File: src/rtl/keypad_pkg.sv
// Shared types, constants and key decode helpers for the 4x3 keypad scanner.
package keypad_pkg;

  typedef enum logic [1:0] {
    SCAN     = 2'd0,
    DEBOUNCE = 2'd1,
    HELD     = 2'd2,
    RELEASE  = 2'd3
  } state_t;

  localparam logic [3:0] KEY_STAR  = 4'd10;
  localparam logic [3:0] KEY_HASH  = 4'd11;
  localparam logic [3:0] ROWS_IDLE = 4'b1111;

  // Row r, column c -> key code; column index 3 is treated as column 0.
  function automatic logic [3:0] key_code(input logic [1:0] row, input logic [1:0] col);
    logic [1:0] c;
    c = (col == 2'd3) ? 2'd0 : col;
    if (row == 2'd3) begin
      case (c)
        2'd0:    key_code = KEY_STAR;
        2'd1:    key_code = 4'd0;
        default: key_code = KEY_HASH;
      endcase
    end else begin
      key_code = ({2'b00, row} * 4'd3) + {2'b00, c} + 4'd1;
    end
  endfunction

  function automatic logic one_low(input logic [3:0] rows);
    case (rows)
      4'b1110, 4'b1101, 4'b1011, 4'b0111: one_low = 1'b1;
      default:                            one_low = 1'b0;
    endcase
  endfunction

  function automatic logic [1:0] low_index(input logic [3:0] rows);
    case (rows)
      4'b1101: low_index = 2'd1;
      4'b1011: low_index = 2'd2;
      4'b0111: low_index = 2'd3;
      default: low_index = 2'd0;
    endcase
  endfunction

  function automatic logic [3:0] row_pattern(input logic [1:0] row);
    row_pattern = ~(4'b0001 << row);
  endfunction

  function automatic logic [2:0] col_drive(input logic [1:0] idx);
    case (idx)
      2'd1:    col_drive = 3'b101;
      2'd2:    col_drive = 3'b011;
      default: col_drive = 3'b110;
    endcase
  endfunction

  function automatic logic [1:0] next_col(input logic [1:0] idx);
    case (idx)
      2'd0:    next_col = 2'd1;
      2'd1:    next_col = 2'd2;
      default: next_col = 2'd0;
    endcase
  endfunction

endpackage

File: src/rtl/sync2.sv
// Generic two-flop synchronizer; resets to all ones to match idle pulled-up inputs.
module sync2 #(
  parameter int W = 1
) (
  input  logic         CLK,
  input  logic         RESET_N,
  input  logic [W-1:0] D,
  output logic [W-1:0] Q
);

  logic [W-1:0] meta;

  always_ff @(posedge CLK or negedge RESET_N) begin
    if (!RESET_N) begin
      meta <= '1;
      Q    <= '1;
    end else begin
      meta <= D;
      Q    <= meta;
    end
  end

endmodule

File: src/rtl/keypad_scanner.sv
// 4x3 matrix keypad scanner: column scan, press/release debounce, one pulse per press.
module keypad_scanner
  import keypad_pkg::*;
#(
  parameter int SCAN_DIV        = 4,
  parameter int DEBOUNCE_CYCLES = 8,
  parameter int CNT_W           = 8
) (
  input  logic       CLK,
  input  logic       RESET_N,
  input  logic [3:0] ROW,
  output logic [2:0] COL,
  output logic [3:0] ITEM_CODE,
  output logic       KEY_PRESS,
  output logic       CLEAR,
  output logic       BUSY
);

  localparam logic [CNT_W-1:0] DWELL_LAST = CNT_W'(SCAN_DIV - 1);
  localparam logic [CNT_W-1:0] DEB_LAST   = CNT_W'(DEBOUNCE_CYCLES - 1);
  localparam logic [CNT_W-1:0] CNT_MAX    = '1;
  localparam logic [CNT_W-1:0] CNT_ONE    = CNT_W'(1);

  logic [3:0]       rs;
  state_t           state_q, state_d;
  logic [1:0]       col_q, col_d;
  logic [CNT_W-1:0] dwell_q, dwell_d;
  logic [CNT_W-1:0] cnt_q, cnt_d;
  logic [1:0]       key_row_q, key_row_d;
  logic [1:0]       key_col_q, key_col_d;
  logic             fire_q, fire_d;
  logic [3:0]       code;

  sync2 #(.W(4)) u_row_sync (
    .CLK     (CLK),
    .RESET_N (RESET_N),
    .D       (ROW),
    .Q       (rs)
  );

  assign code = key_code(key_row_q, key_col_q);
  assign COL  = col_drive(col_q);
  assign BUSY = (state_q != SCAN);

  always_comb begin
    state_d   = state_q;
    col_d     = col_q;
    dwell_d   = dwell_q;
    cnt_d     = cnt_q;
    key_row_d = key_row_q;
    key_col_d = key_col_q;
    fire_d    = 1'b0;
    case (state_q)
      SCAN: begin
        if (dwell_q == DWELL_LAST) begin
          dwell_d = '0;
          if (one_low(rs)) begin
            key_row_d = low_index(rs);
            key_col_d = (col_q == 2'd3) ? 2'd0 : col_q;
            cnt_d     = '0;
            state_d   = DEBOUNCE;
          end else begin
            // Idle or ghosting across several rows: move on to the next column.
            col_d = next_col(col_q);
          end
        end else if (dwell_q != CNT_MAX) begin
          dwell_d = dwell_q + CNT_ONE;
        end
      end
      DEBOUNCE: begin
        if (rs == row_pattern(key_row_q)) begin
          if (cnt_q >= DEB_LAST) begin
            state_d = HELD;
            fire_d  = 1'b1;
          end else if (cnt_q != CNT_MAX) begin
            cnt_d = cnt_q + CNT_ONE;
          end
        end else begin
          state_d = SCAN;
          col_d   = next_col(col_q);
          dwell_d = '0;
        end
      end
      HELD: begin
        if (rs == ROWS_IDLE) begin
          cnt_d   = '0;
          state_d = RELEASE;
        end
      end
      RELEASE: begin
        if (rs == ROWS_IDLE) begin
          if (cnt_q >= DEB_LAST) begin
            state_d = SCAN;
            col_d   = 2'd0;
            dwell_d = '0;
          end else if (cnt_q != CNT_MAX) begin
            cnt_d = cnt_q + CNT_ONE;
          end
        end else begin
          cnt_d   = '0;
          state_d = HELD;
        end
      end
      default: state_d = SCAN;
    endcase
  end

  always_ff @(posedge CLK or negedge RESET_N) begin
    if (!RESET_N) begin
      state_q   <= SCAN;
      col_q     <= 2'd0;
      dwell_q   <= '0;
      cnt_q     <= '0;
      key_row_q <= 2'd0;
      key_col_q <= 2'd0;
      fire_q    <= 1'b0;
    end else begin
      state_q   <= state_d;
      col_q     <= col_d;
      dwell_q   <= dwell_d;
      cnt_q     <= cnt_d;
      key_row_q <= key_row_d;
      key_col_q <= key_col_d;
      fire_q    <= fire_d;
    end
  end

  // fire_q marks the first HELD cycle; pulses follow it by one edge.
  always_ff @(posedge CLK or negedge RESET_N) begin
    if (!RESET_N) begin
      ITEM_CODE <= 4'd0;
      KEY_PRESS <= 1'b0;
      CLEAR     <= 1'b0;
    end else begin
      KEY_PRESS <= fire_q && (code <= 4'd9);
      CLEAR     <= fire_q && (code == KEY_STAR);
      if (fire_q && (code <= 4'd9)) begin
        ITEM_CODE <= code;
      end
    end
  end

endmodule

File: config.mk
export PLATFORM = sky130hd
export DESIGN_NAME = keypad_scanner
export DESIGN_NICKNAME = d
export VERILOG_FILES = /design/src/rtl/keypad_pkg.sv /design/src/rtl/sync2.sv /design/src/rtl/keypad_scanner.sv
export SDC_FILE = /design/constraint.sdc
export NUM_CORES = 1
export LEC_CHECK = 0
export ABC_AREA = 0
export CAP_MARGIN = 10
export CORE_MARGIN = 1
export CORE_UTILIZATION = 50
export CTS_CLUSTER_DIAMETER = 150
export DETAILED_ROUTE_END_ITERATION = 8
export PLACE_DENSITY = 0.7
export SLEW_MARGIN = 20
export SYNTH_ARGS = -nofsm -noshare
export SYNTH_HDL_FRONTEND = slang
export SYNTH_SLANG_ARGS = --single-unit
File: constraint.sdc
create_clock -name CLK -period 3.3 [get_ports CLK]
set_input_delay 0.495 -clock CLK [delete_from_list [all_inputs] [get_ports CLK]]
set_output_delay 0.495 -clock CLK [all_outputs]
set_load 0.01 [all_outputs]
==> results.yml, run 1 <==
cts:
  cts_inserted_buffers: 5
  cts-root-buf: "clkbuf_8"
  hold_buffers: 0
  clock_latency_ns: 0.29
  cts_resized: 0
  cts.sinks: 39
  clkTransAtPathRegs_ns: 0.07
  htree_levels: 2
  cts_setup_buffers: 0
  cts_tree: "yes"
  clockBufferDepth: 2
worst_setup_path:
  path_common_cell: "nor2b_1"
  cp_slowest_stage_delay_ns: 0.47
  cp.arrival_ns: 2.79
  start_kind: "flop"
  critPathTopFamily: "adder cells"
  cp_cell_sequence: "nor2b_1 > fa_1 > ha_1 > a21oi_1 > nor2b_1 > o31ai_1 > a21o_1 > mux2_2"
  regToRegSetupSlack_ns: 0.70
  critical_path_cell_count: 8
  worstPathBufferInverterCount: 0
  end_kind: "flop"
  criticalPathCategory: "reg2reg"
  worstPathRequired_ns: 3.48
  cp_slowest_cell: "fa_1"
  crit_fanout: 4
  r2r_cells: 8
power:
  p_leak_nw: 1.14
  pwr_density_cell_nw_per_um2: 780
  peakVddDrop_mv: 0.342
sta:
  slew_headroom: 0.446
  rsz0062_at_grt: "no"
  fin_setup_tns_ns: 0
  finalCritPeriodShare: 0.789
  fin_skew_ns: 0.00539
  max_freq_mhz: 384
  timing.final.crit_period_ns: 2.60
  final_max_slew_viol_count: 0
  worst_pin_slew_ns: 0.824
  finalHoldViolCount: 0
  setup_viol: 0
global_routing:
  grtUsageTotal: 0.193
  antenna_found_initial: 0
  grt_max_degree: 40
  grt-busiest-layer: "met2"
  grt_overflow_total: 0
  grt_pass1_vias: 1530
  use_met3: 0.0557
  use_met2: 0.334
  grt_pass1_wl_um: 6350
  grtUsageMet1: 0.224
run:
  drv_cap: 0
detailed_routing:
  ant_nets: 0
  wl_um: 3690
  first_iter_violations: 123
  vias: 1507
  dr.pass1.iters: 4
  via_per_inst: 5.69
  wire_per_inst_um: 13.9
  drc: 0
run_status:
  status: "completed"
synthesis:
  netlist_area_um2: 2130
  yosysSeqAreaShare: 0.464
  synth_area_leader_cell: "dfrtp_1"
  synth_top_family_by_area: "simple AND/OR/NAND/NOR gates"
  yosysWarnings: 0
  syn_inst: 197
  synthMuxAreaShare: 0.0653
  ys.flop_type: "dfrtp_1"
  synth_most_common_cell: "dfrtp_1"
  ys_seq_elements: 39
  yosysUniqueCellTypes: 48
  ys_async_sr_fraction: 1.00
  synth_fp_nets: 219
  synth.avg_cell_area_um2: 10.8
  synth-xor-area-share: 0.0371
  synth_commonest_cells: "dfrtp_1, nand2_1, ha_1, inv_1, nor2_1"
  synth_top_area_share: 0.365
  synth_adder_area_share: 0.101
  synth-edff-count: 0
  synth-simple-area-share: 0.159
  netlist_top_cells_area: "dfrtp_1, dfstp_2, ha_1, mux2_2, xor2_1"
  synth_compound_area_frac: 0.139
floorplan:
  die_h_um: 67.2
  start_util: 0.528
  die_w_um: 67.2
  rows: 23
  die_area_um2: 4520
  io_pins: 16
  coreArea_um2: 4030
placement:
  gp_congestion: 0.875
  port_buffers: 15
  place_hpwl_um: 2750
  dp.cells: 257
min_path:
  hold_class: "in2async"
layout:
  syn_to_final_growth_pct: 12.9
  num_antenna_cells: 0
  nNetsFinal: 236
  fin_cells: 265
  layout-drive-gt1-share: 0.153
[worst paths after layout]
path                                                    from                         to
max in group asynchronous                            RESET_N   key_col_q[1]$_DFFE_PN0P_
worst max register to register      key_col_q[0]$_DFFE_PN0P_   ITEM_CODE[2]$_DFFE_PN0P_
worst max-delay path                key_col_q[0]$_DFFE_PN0P_   ITEM_CODE[2]$_DFFE_PN0P_
worst min-delay path                                 RESET_N            CLEAR$_DFF_PN0_
min in group CLK                u_row_sync.meta[0]$_DFF_PN1_  u_row_sync.Q[0]$_DFF_PN1_
worst min register to register  u_row_sync.meta[0]$_DFF_PN1_  u_row_sync.Q[0]$_DFF_PN1_
[state kept, by name, summed over array words and instances (netlist names)]
signal / cells
ITEM_CODE: 4
dwell_q: 8
u_row_sync.meta: 4
fire_q: 1
CLEAR: 1
key_col_q: 2
col_q: 2
cnt_q: 8
u_row_sync.Q: 4
key_row_q: 2
state_q: 2
KEY_PRESS: 1
[metrics by stage]
step	power, mW	utilization	setup WS [ns]	cell area [µm²]	hold WS, ns
global placement	1.50	0.573	0.799	2310	0.347
finish	1.87	0.596	0.696	2400	0.277
floorplan	1.31	-	0.867	2130	0.199
global route	2.03	0.596	0.534	2400	0.359
CTS	1.89	0.596	0.702	2400	0.321
detailed placement	1.55	0.573	0.714	2310	0.347
[cells by family after synthesis]
kind of cell	after synthesis
and+or+nand+nor	62
AOI/OAI and AO/OA	40
DFF	39
buffers and inverters	18
adders and majority gates	16
muxes	13
xor gates and xnor gates	9
[power breakdown]
group | internal (mW) | leakage [nW] | switching [mW]
Clock | 0.169 | 0.0482 | 0.163
Combinational | 0.384 | 0.593 | 0.446
Sequential | 0.587 | 0.501 | 0.125
Total | 1.14 | 1.14 | 0.735
[area by class of cell]
cell class / instances / area (µm²)
repair buffers: 15 / 145
flip-flops and latches: 39 / 986
clock inverters: 1 / 5.00
clock buffers: 7 / 86.3
multi-input cells: 140 / 1070
well taps: 50 / 62.6
fillers: 341 / 1630
inverters: 13 / 48.8
[layout by cell type (no fill, tap or decap), drive strengths merged, types with 2 or more instances in the layout]
master and n:
dfrtp 31, nand2 16, ha 14, clkdlybuf4s50 14, inv 13, nor2 11, a21oi 8, dfstp 8
o21ai 8, o31ai 7, xor2 7, mux2 7, clkbuf 7, mux2i 6, nor2b 5, nand2b 4
nand3 4, nor3 4, and3 3, and2 3, or3 3, or2 2, nor4 2, a211o 2
and4 2, xnor2 2, nand4 2, fa 2, o21bai 2
[layer usage]
layer | part of all wire | vias to the layer above
li1 | - | 723
met1 | 0.44 | 735
met2 | 0.50 | 40
met3 | 0.041 | 9
met4 | 0.023 | 0
met5 | 0 | -
Note: power is estimated with default switching activity, not from simulation.
==> inputs of run 2 (changes only) <==
==> constraint.sdc (replaced) <==
create_clock -name CLK -period 2.45 [get_ports CLK]
set_input_delay 0.3675 -clock CLK [delete_from_list [all_inputs] [get_ports CLK]]
set_output_delay 0.3675 -clock CLK [all_outputs]
set_load 0.01 [all_outputs]
==> run 2 against run 1 <==
The run now ends with negative setup slack left. Combinational power rose by 89%. Utilization rose by 5.5 points. Maximum frequency rose by 2.6%. Largest power group unchanged. Highest routed layer unchanged.
==> results.yml, run 2 (same netlist as run 1, synthesis figures left out) <==
run_status:
  status: "finished, violations left"
  failed_checks: "negative setup slack"
floorplan:
  start_util: 0.528
  coreArea_um2: 4030
  die_area_um2: 4520
  die_w_um: 67.2
  die_h_um: 67.2
  rows: 23
  io_pins: 16
global_routing:
  grt_overflow_total: 0
  grt_max_degree: 40
  antenna_found_initial: 0
  grt_pass1_vias: 1646
  grtUsageTotal: 0.208
  grt_pass1_wl_um: 6890
min_path:
  hold_class: "in2async"
sta:
  setup_slack_ns: -0.0882
  setup_viol: 3
  finalHoldViolCount: 0
  max_freq_mhz: 394
  fin_skew_ns: 0.00769
  rsz0062_at_grt: "yes"
  slew_headroom: 0.448
  timing.final.crit_period_ns: 2.54
  finalCritPeriodShare: 1.04
  final_max_slew_viol_count: 0
  worst_pin_slew_ns: 0.829
worst_setup_path:
  worstPathRequired_ns: 2.63
  crit_fanout: 4
  cp.arrival_ns: 2.72
  end_kind: "flop"
  criticalPathCategory: "reg2reg"
  start_kind: "flop"
layout:
  fin_cells: 285
  multiInputGateArea_um2: 1130
  layout_commonest_cell: "dfrtp_1"
  num_antenna_cells: 0
  biggestRegsByFlops: "cnt_q x8, dwell_q x8"
  layout-drive-gt1-share: 0.272
  syn_to_final_growth_pct: 23.4
  nNetsFinal: 256
  nFillCells: 301
  mostFrequentLayoutCells: "dfrtp_1, buf_4, nand2_1, clkdlybuf4s50_1, ha_1"
  seqCellArea_um2: 986
cts:
  clkTransAtPathRegs_ns: 0.08
  cts-root-buf: "clkbuf_8"
  clock_latency_ns: 0.29
  clockBufferDepth: 2
  cts_tree: "yes"
  cts_inserted_buffers: 5
  htree_levels: 2
  cts.sinks: 39
  hold_buffers: 0
detailed_routing:
  wl_um: 4160
  first_iter_violations: 53
  dr.pass1.iters: 4
  via_per_inst: 5.61
  drc: 0
  ant_nets: 0
  vias: 1598
  wire_per_inst_um: 14.6
placement:
  gp_congestion: 0.907
  dp_slack_ns: -0.193
  dp.cells: 267
  place_hpwl_um: 2880
  port_buffers: 15
power:
  peakVddDrop_mv: 0.542
  pwr_density_cell_nw_per_um2: 1120
  p_leak_nw: 1.25
run:
  drv_cap: 0
-- run 2: changes by cell type in the layout (fill, tap and decap cells not counted), sizes merged --
cell / before / now
buf: 1 / 21
-- run 2: area by class of cell --
type                    count  area share
multi-input cells         140       0.431
inverters                  13      0.0186
well taps                  50      0.0239
clock inverters             1     0.00191
clock buffers               7      0.0329
flip-flops and latches     39       0.376
repair buffers             35       0.115
-- run 2: per-layer routing --
metal / routed length [µm] / global-route usage / vias to the layer above
met5: 0 / 0 / -
met4: 63 / 0.0824 / 0
met3: 162 / 0.0541 / 8
met2: 2160 / 0.361 / 43
met1: 1780 / 0.242 / 784
li1: - / - / 763
-- run 2: repair_timing --
item / 4_1_cts / 5_1_grt
buffers inserted: 10 / 1
pin swaps: 5 / 5
resized for setup: 7 / 12
endpoints found under the setup margin: 3 / 7
gates cloned: 0 / 0
-- run 2: worst max-delay path: stages, from the launching register on --
cell,delay (ns)
dfrtp_1,0.42
nor2b_4,0.14
fa_1,0.45
ha_1,0.29
a21oi_1,0.14
nor2b_1,0.08
o31ai_2,0.30
a21o_1,0.29
mux2_4,0.32
-- run 2: power breakdown --
part           internal (mW)  switching [mW]
Sequential             0.791           0.117
Clock                  0.227           0.222
Combinational          0.782           0.788
Total                   1.80            1.13
-- run 2: path summary, 6_finish.rpt --
kind,endpoint,cells after the start,slack (ns),from
worst max-delay path,ITEM_CODE[2]$_DFFE_PN0P_,8,-0.09,key_col_q[0]$_DFFE_PN0P_
worst min-delay path,CLEAR$_DFF_PN0_,1,0.17,RESET_N
worst max register to register,ITEM_CODE[2]$_DFFE_PN0P_,8,-0.09,key_col_q[0]$_DFFE_PN0P_
worst min register to register,u_row_sync.Q[3]$_DFF_PN1_,0,0.36,u_row_sync.meta[3]$_DFF_PN1_
max in group asynchronous,dwell_q[6]$_DFFE_PN0P_,1,1.76,RESET_N
min in group CLK,u_row_sync.Q[3]$_DFF_PN1_,0,0.36,u_row_sync.meta[3]$_DFF_PN1_
-- run 2: stage by stage --
| step | cell area, µm² | power (mW) | setup TNS, ns | utilization | hold WS [ns] |
|---|---|---|---|---|---|
| 2_1_floorplan | 2130 | 1.76 | 0 | - | 0.0719 |
| 3_3_place_gp | 2380 | 2.11 | -0.105 | 0.592 | 0.347 |
| 3_5_place_dp | 2380 | 2.19 | -0.566 | 0.592 | 0.348 |
| 4_1_cts | 2570 | 2.77 | -0.504 | 0.639 | 0.198 |
| 5_1_grt | 2620 | 3.14 | -0.545 | 0.651 | 0.253 |
| 6_report | 2620 | 2.93 | -0.259 | 0.651 | 0.167 |
